$ cat src/rtl/lemming_pkg.sv
// lemming_pkg: shared types and constants for the lemming block.
//   sched_state_t    : dig scheduler FSM states (IDLE, GRANT, ACTIVE, COOL).
//   walker_state_t   : lemming walker FSM encoding.
//   DEF_*            : default parameter values for lemming_dig_scheduler.
//   FALL_DEATH_CYCLES: fall length at which a walker dies on landing.
package lemming_pkg;

    typedef enum logic [1:0] {
        IDLE   = 2'd0,
        GRANT  = 2'd1,
        ACTIVE = 2'd2,
        COOL   = 2'd3
    } sched_state_t;

    typedef enum logic [2:0] {
        WL    = 3'd0,
        WR    = 3'd1,
        FALLL = 3'd2,
        FALLR = 3'd3,
        DIGL  = 3'd4,
        DIGR  = 3'd5,
        DEAD  = 3'd6
    } walker_state_t;

    localparam int FALL_DEATH_CYCLES = 20;

    localparam int DEF_N           = 4;
    localparam int DEF_ACK_TIMEOUT = 4;
    localparam int DEF_MAX_DIG     = 20;
    localparam int DEF_COOLDOWN    = 2;

endpackage

$ cat src/rtl/lemming_dig_scheduler_rr_pick.sv
// rr_pick: combinational round-robin priority picker.
//   req        in  N   request vector
//   last_owner in  OW  index granted last; scan starts at last_owner+1
//   valid      out 1   any request present
//   index      out OW  first set request scanning last_owner+1 .. last_owner+N (mod N)
module rr_pick #(
    parameter  int N  = 4,
    localparam int OW = $clog2(N)
) (
    input  logic [N-1:0]  req,
    input  logic [OW-1:0] last_owner,
    output logic          valid,
    output logic [OW-1:0] index
);

    always_comb begin
        int            w_c;
        logic [OW-1:0] w_cand;
        valid  = 1'b0;
        index  = '0;
        w_c    = 0;
        w_cand = '0;
        // i = N wraps back to last_owner itself, so a lone repeat requester still wins.
        for (int i = 1; i <= N; i++) begin
            w_c = int'(last_owner) + i;
            if (w_c >= N) w_c = w_c - N;
            w_cand = OW'(w_c);
            if (!valid && req[w_cand]) begin
                valid = 1'b1;
                index = w_cand;
            end
        end
    end

endmodule

$ cat src/rtl/lemming_dig_scheduler.sv
// lemming_dig_scheduler: grants a single shared dig permission to one of N
// lemmings at a time (round robin), waits for the digging ack, tracks the dig
// and enforces a cooldown before the next grant.
//   clk, areset        clock, async active-high reset
//   req[N]             per-lemming dig request (level, not latched)
//   digging[N]         per-lemming digging status
//   dig[N]             one-hot-or-zero dig command
//   busy               FSM not in IDLE
//   owner[OW]          current / last grantee
//   done               pulse: owner stopped digging in ACTIVE
//   ack_timeout        pulse: grant abandoned without ack
//   overrun            pulse: dig length reached MAX_DIG
// Optional (macro DIG_SCHED_STATS_EN): grant_cnt[8], timeout_cnt[8], saturating.
module lemming_dig_scheduler
    import lemming_pkg::*;
#(
    parameter  int N           = DEF_N,
    parameter  int ACK_TIMEOUT = DEF_ACK_TIMEOUT,
    parameter  int MAX_DIG     = DEF_MAX_DIG,
    parameter  int COOLDOWN    = DEF_COOLDOWN,
    localparam int OW          = $clog2(N)
) (
    input  logic          clk,
    input  logic          areset,
    input  logic [N-1:0]  req,
    input  logic [N-1:0]  digging,
    output logic [N-1:0]  dig,
    output logic          busy,
    output logic [OW-1:0] owner,
    output logic          done,
    output logic          ack_timeout,
    output logic          overrun
`ifdef DIG_SCHED_STATS_EN
    ,
    output logic [7:0]    grant_cnt,
    output logic [7:0]    timeout_cnt
`endif
);

    sched_state_t  r_state;
    logic [N-1:0]  r_dig;
    logic [OW-1:0] r_owner;
    logic [OW-1:0] r_last_owner;
    logic [7:0]    r_cnt;
    logic          r_done;
    logic          r_ack_timeout;
    logic          r_overrun;

    logic          w_pick_valid;
    logic [OW-1:0] w_pick_idx;
    logic          w_own_digging;
    logic [N-1:0]  w_owner_1h;
    logic          w_grant_start;
    logic          w_timeout;

    rr_pick #(.N(N)) u_pick (
        .req        (req),
        .last_owner (r_last_owner),
        .valid      (w_pick_valid),
        .index      (w_pick_idx)
    );

    assign w_own_digging = digging[r_owner];
    assign w_owner_1h    = N'(1) << r_owner;
    assign w_grant_start = (r_state == IDLE) && w_pick_valid;
    // The ack window only runs while dig is actually driven, so dig stays
    // high for exactly ACK_TIMEOUT cycles before the grant is abandoned.
    assign w_timeout     = (r_state == GRANT) && !w_own_digging && (r_dig != '0)
                           && (r_cnt == 8'(ACK_TIMEOUT - 1));

    always_ff @(posedge clk or posedge areset) begin
        if (areset) begin
            r_state       <= IDLE;
            r_dig         <= '0;
            r_owner       <= '0;
            r_last_owner  <= OW'(N - 1);
            r_cnt         <= '0;
            r_done        <= 1'b0;
            r_ack_timeout <= 1'b0;
            r_overrun     <= 1'b0;
        end else begin
            r_done        <= 1'b0;
            r_ack_timeout <= 1'b0;
            r_overrun     <= 1'b0;
            case (r_state)
                IDLE: begin
                    if (w_pick_valid) begin
                        r_owner <= w_pick_idx;
                        r_cnt   <= '0;
                        r_state <= GRANT;
                    end
                end
                GRANT: begin
                    if (w_own_digging) begin
                        r_dig   <= '0;
                        r_cnt   <= '0;
                        r_state <= ACTIVE;
                    end else if (w_timeout) begin
                        r_dig         <= '0;
                        r_cnt         <= '0;
                        r_ack_timeout <= 1'b1;
                        r_last_owner  <= r_owner;
                        r_state       <= COOL;
                    end else begin
                        r_dig <= w_owner_1h;
                        if (r_dig != '0) r_cnt <= r_cnt + 8'd1;
                    end
                end
                ACTIVE: begin
                    // Length tracking runs even on the exit cycle so done and
                    // overrun can pulse together.
                    if (r_cnt != 8'(MAX_DIG)) begin
                        r_cnt <= r_cnt + 8'd1;
                        if (r_cnt == 8'(MAX_DIG - 1)) r_overrun <= 1'b1;
                    end
                    if (!w_own_digging) begin
                        r_done       <= 1'b1;
                        r_cnt        <= '0;
                        r_last_owner <= r_owner;
                        r_state      <= COOL;
                    end
                end
                COOL: begin
                    if (r_cnt == 8'(COOLDOWN)) r_state <= IDLE;
                    else                       r_cnt   <= r_cnt + 8'd1;
                end
                default: r_state <= IDLE;
            endcase
        end
    end

`ifdef DIG_SCHED_STATS_EN
    logic [7:0] r_grant_cnt;
    logic [7:0] r_timeout_cnt;

    always_ff @(posedge clk or posedge areset) begin
        if (areset) begin
            r_grant_cnt   <= '0;
            r_timeout_cnt <= '0;
        end else begin
            if (w_grant_start && r_grant_cnt != 8'hFF)   r_grant_cnt   <= r_grant_cnt + 8'd1;
            if (w_timeout && r_timeout_cnt != 8'hFF)     r_timeout_cnt <= r_timeout_cnt + 8'd1;
        end
    end

    assign grant_cnt   = r_grant_cnt;
    assign timeout_cnt = r_timeout_cnt;
`else
    logic w_unused;
    assign w_unused = w_grant_start;
`endif

    assign dig         = r_dig;
    assign busy        = (r_state != IDLE);
    assign owner       = r_owner;
    assign done        = r_done;
    assign ack_timeout = r_ack_timeout;
    assign overrun     = r_overrun;

endmodule

$ cat config.mk
export PLATFORM = sky130hd
export DESIGN_NAME = lemming_dig_scheduler
export DESIGN_NICKNAME = d
export VERILOG_FILES = /design/src/rtl/lemming_pkg.sv /design/src/rtl/lemming_dig_scheduler_rr_pick.sv /design/src/rtl/lemming_dig_scheduler.sv
export SDC_FILE = /design/constraint.sdc
export NUM_CORES = 1
export LEC_CHECK = 0
export BUFFER_PORTS_ARGS = -buffer_cell sky130_fd_sc_hd__buf_2
export CORE_AREA = 2 2 71 73
export DETAILED_ROUTE_END_ITERATION = 6
export DIE_AREA = 0 0 73 75
export PLACE_DENSITY_LB_ADDON = 0.25
export SYNTH_ARGS = -nofsm -noshare
export SYNTH_HDL_FRONTEND = slang
export SYNTH_SLANG_ARGS = --single-unit
$ cat constraint.sdc
create_clock -name clk -period 5.7 [get_ports clk]
set_input_delay 0.57 -clock clk [delete_from_list [all_inputs] [get_ports clk]]
set_output_delay 0.57 -clock clk [all_outputs]
set_load 0.01 [all_outputs]
==> out/qor.yml <==
grt:
  antenna_found_initial: 0
  overflow: 0
  first_global_vias: 1160
  grt_max_degree: 22
  grt_pass1_wl_mm: 5.292
  globalRouteTotalUtil: 0.1262
power:
  internal_power_w: 0.0004044
  leakage_nw: 0.6616
  p_sw_frac: 0.4284
  p_seq_frac: 0.346
  ir_drop_v: 0.0001897
  clkPwrFrac: 0.140
  power_frac_comb: 0.514
  power.switching_w: 0.0003031
  powerDensity_nw_per_um2: 459.4
timing:
  max_freq_mhz: 415.8
  finalClockSkew_ps: 4.688
  finalCriticalPeriod_ps: 2405
  rsz0062_at_grt: "no"
  relSlewSlack: 0.4544
  finalHoldViolCount: 0
  setup_viol_count_final: 0
  finalCritPeriodShare: 0.4220
  worstMarginPinSlew_ps: 817.5
  final.setup.tns_ps: 0
  slew_viol_final: 0
setup_path:
  critical_path_class: "reg -> reg"
  rrSetupSlack_ps: 3290
  reg2reg_depth: 5
  cp-start-kind: "register"
  path_cells: "mux4_2 -> nand4_1 -> o221ai_1 -> or4b_1 -> mux2i_1"
  r2r-end: "r_cnt[5]$_DFFE_PP0P_"
  r2r-start: "owner[0]$_DFFE_PP0P_"
  critPathSlowestCell: "or4b_1"
  cp_max_fo: 11
  cp_slowest_stage_delay_ps: 650
  required_ps: 5890
  cp-end-kind: "register"
  worstPathArrival_ps: 2590
synthesis:
  synth_area_leader_cell: "dfrtp_1"
  synth_cell_type_count: 46
  synthArstFlopShare: 1.000
  seq_area_frac_synth: 0.3915
  synth_top_area_share: 0.3525
  synth_area_leaders: "dfrtp_1 (35%), ha_1 (6.5%), o21ai_0 (4.8%), dfstp_2 (3.9%), inv_1 (3.6%)"
  synth_area_per_cell_sq_um: 9.991
  yosys_warnings: 0
  synth-edff-count: 0
  syn_inst: 135
  syn_area_sq_um: 1349
  synth_seq_cells: 21
  synth_fp_nets: 152
  synthFlopType: "dfrtp_1"
clocking:
  clk_latency_ps: 260
  clock_path_buffers: 2
  cts_tree: "yes"
  cts_root_buf: "clkbuf_8"
  cts_sinks: 21
  cts_setup_buffers: 0
  cts_made_buffers: 3
  holdBufCountCts: 0
  clkTransAtPathRegs_ps: 80
  h-tree-depth: 1
  post_cts_resized: 0
run:
  cap_viol_max_count: 0
floorplan:
  dieArea_sq_um: 5475
  die_w_um: 73
  initial_core_util: 0.2894
  core_sq_um: 4661
  io_pins: 20
  rows: 25
  die_h_um: 75
detailed_routing:
  vias_per_cell: 5.263
  ant_nets: 0
  wire_per_inst_um: 14.20
  drc: 0
  drt_iter0_markers: 88
  via_count: 1100
  wl_mm: 2.968
  first_pass_iters: 4
outcome:
  status: "finished, final reports clean"
hold_path:
  min_path_type: "in -> async"
layout:
  nets: 173
  nFillCells: 480
  postLayoutCoreUtil: 0.3305
  drive_gt1_frac: 0.2581
  syn2layout_area_growth_pct: 14.19
  antenna_cells: 0
placement:
  dp_hpwl_mm: 2.353
  place_congestion: 0.8187
  port_buffers: 19
[how the worst max path moves through the flow]
stage                                      end            startpoint
after CTS                 r_cnt[5]$_DFFE_PP0P_  owner[0]$_DFFE_PP0P_
after global routing      r_cnt[5]$_DFFE_PP0P_  owner[0]$_DFFE_PP0P_
after global placement    r_cnt[5]$_DFFE_PP0P_            digging[3]
after detailed placement  r_cnt[5]$_DFFE_PP0P_            digging[3]
after floorplan           r_cnt[2]$_DFFE_PP0P_            digging[3]
final                     r_cnt[5]$_DFFE_PP0P_  owner[0]$_DFFE_PP0P_
[state kept, by name (all words and copies together), names as in the netlist]
register / count
done: 1
overrun: 1
r_last_owner: 2
owner: 2
r_state: 2
ack_timeout: 1
dig: 4
r_cnt: 8
[metal layers]
| metal | part of all wire | track usage | vias to the layer above | wire length (um) |
|---|---|---|---|---|
| met5 | 0 | 0 | - | 0 |
| met4 | 0.031 | 0.05967 | 0 | 91 |
| met3 | 0.048 | 0.02945 | 10 | 142 |
| met2 | 0.47 | 0.2152 | 29 | 1409 |
| met1 | 0.45 | 0.1505 | 526 | 1326 |
| li1 | - | - | 535 | - |
[stage by stage]
| stage | hold WS, ps | area, sq um | power, W | setup WS, ps | std cells |
|---|---|---|---|---|---|
| after CTS | 477.7 | 1540 | 0.0007200 | 3292 | 209 |
| after global routing | 536.0 | 1540 | 0.0007697 | 3109 | 209 |
| after detailed placement | 505.6 | 1494 | 0.0006144 | 3206 | 205 |
| after floorplan | 499.7 | 1349 | 0.0005191 | 3658 | 135 |
| after global placement | 495.6 | 1494 | 0.0005938 | 3311 | 205 |
| final | 454.5 | 1540 | 0.0007075 | 3295 | 209 |
[cell families (layout without fill, tap and decap cells)]
logic type | Yosys count | count (layout) | share of synthesized area
AOI/OAI and AO/OA | 38 | 38 | 0.2115
xor gates and xnor gates | 1 | 1 | 0.006495
adders and majority gates | 7 | 7 | 0.06493
buffers and inverters | 17 | 37 | 0.05195
DFF | 21 | 21 | 0.3915
muxes | 7 | 7 | 0.06308
and+or+nand+nor | 44 | 44 | 0.2106
[area by class of cell]
class,instances,area [sq um],area share
multi-input cells,97,750.7,0.4874
repair buffers,19,95.09,0.06174
clock inverters,1,5.005,0.003249
inverters,14,52.55,0.03412
well taps,54,67.56,0.04387
clock buffers,3,41.29,0.02681
flip-flops and latches,21,528.0,0.3428
[synth_stat cells (2+ instances only)]
| cell | number |
|---|---|
| nand4_1 | 3 |
| o21ai_0 | 13 |
| inv_1 | 13 |
| o22ai_1 | 2 |
| ha_1 | 7 |
| nor3_1 | 3 |
| nor2b_1 | 2 |
| o311ai_2 | 2 |
| o2bb2ai_1 | 4 |
| nor2_1 | 5 |
| dfstp_2 | 2 |
| mux2_2 | 2 |
| and2_1 | 4 |
| nand3_1 | 6 |
| nand2_1 | 10 |
| clkbuf_2 | 2 |
| a21oi_1 | 5 |
| dfrtp_1 | 19 |
| mux2i_1 | 4 |
[power by group through the flow]
stage / Clock (W) / Sequential, W / Combinational [W]
2_1_floorplan: 0 / 0.000240 / 0.000279
3_3_place_gp: 0 / 0.000243 / 0.000351
3_5_place_dp: 0 / 0.000248 / 0.000366
4_1_cts: 0.000106 / 0.000245 / 0.000369
5_1_grt: 0.000112 / 0.000253 / 0.000406
6_report: 0.0000989 / 0.000245 / 0.000364
[worst max-delay path: cells and delay by family (launching register included)]
kind / cells / cell delay, ps
AOI/OAI and AO/OA: 1 / 350
DFF: 1 / 470
muxes: 2 / 750
and+or+nand+nor: 2 / 760
[layout by cell type, fill, tap and decap left out, types with 5 or more instances in the layout]
| cell | Yosys | final |
|---|---|---|
| nand3_1 | 6 | 6 |
| a21oi_1 | 5 | 5 |
| dfrtp_1 | 19 | 19 |
| nor2_1 | 5 | 5 |
| nand2_1 | 10 | 10 |
| inv_1 | 13 | 13 |
| buf_2 | 0 | 19 |
| ha_1 | 7 | 7 |
| o21ai_0 | 13 | 13 |
Note: power is estimated with default switching activity, not from simulation.
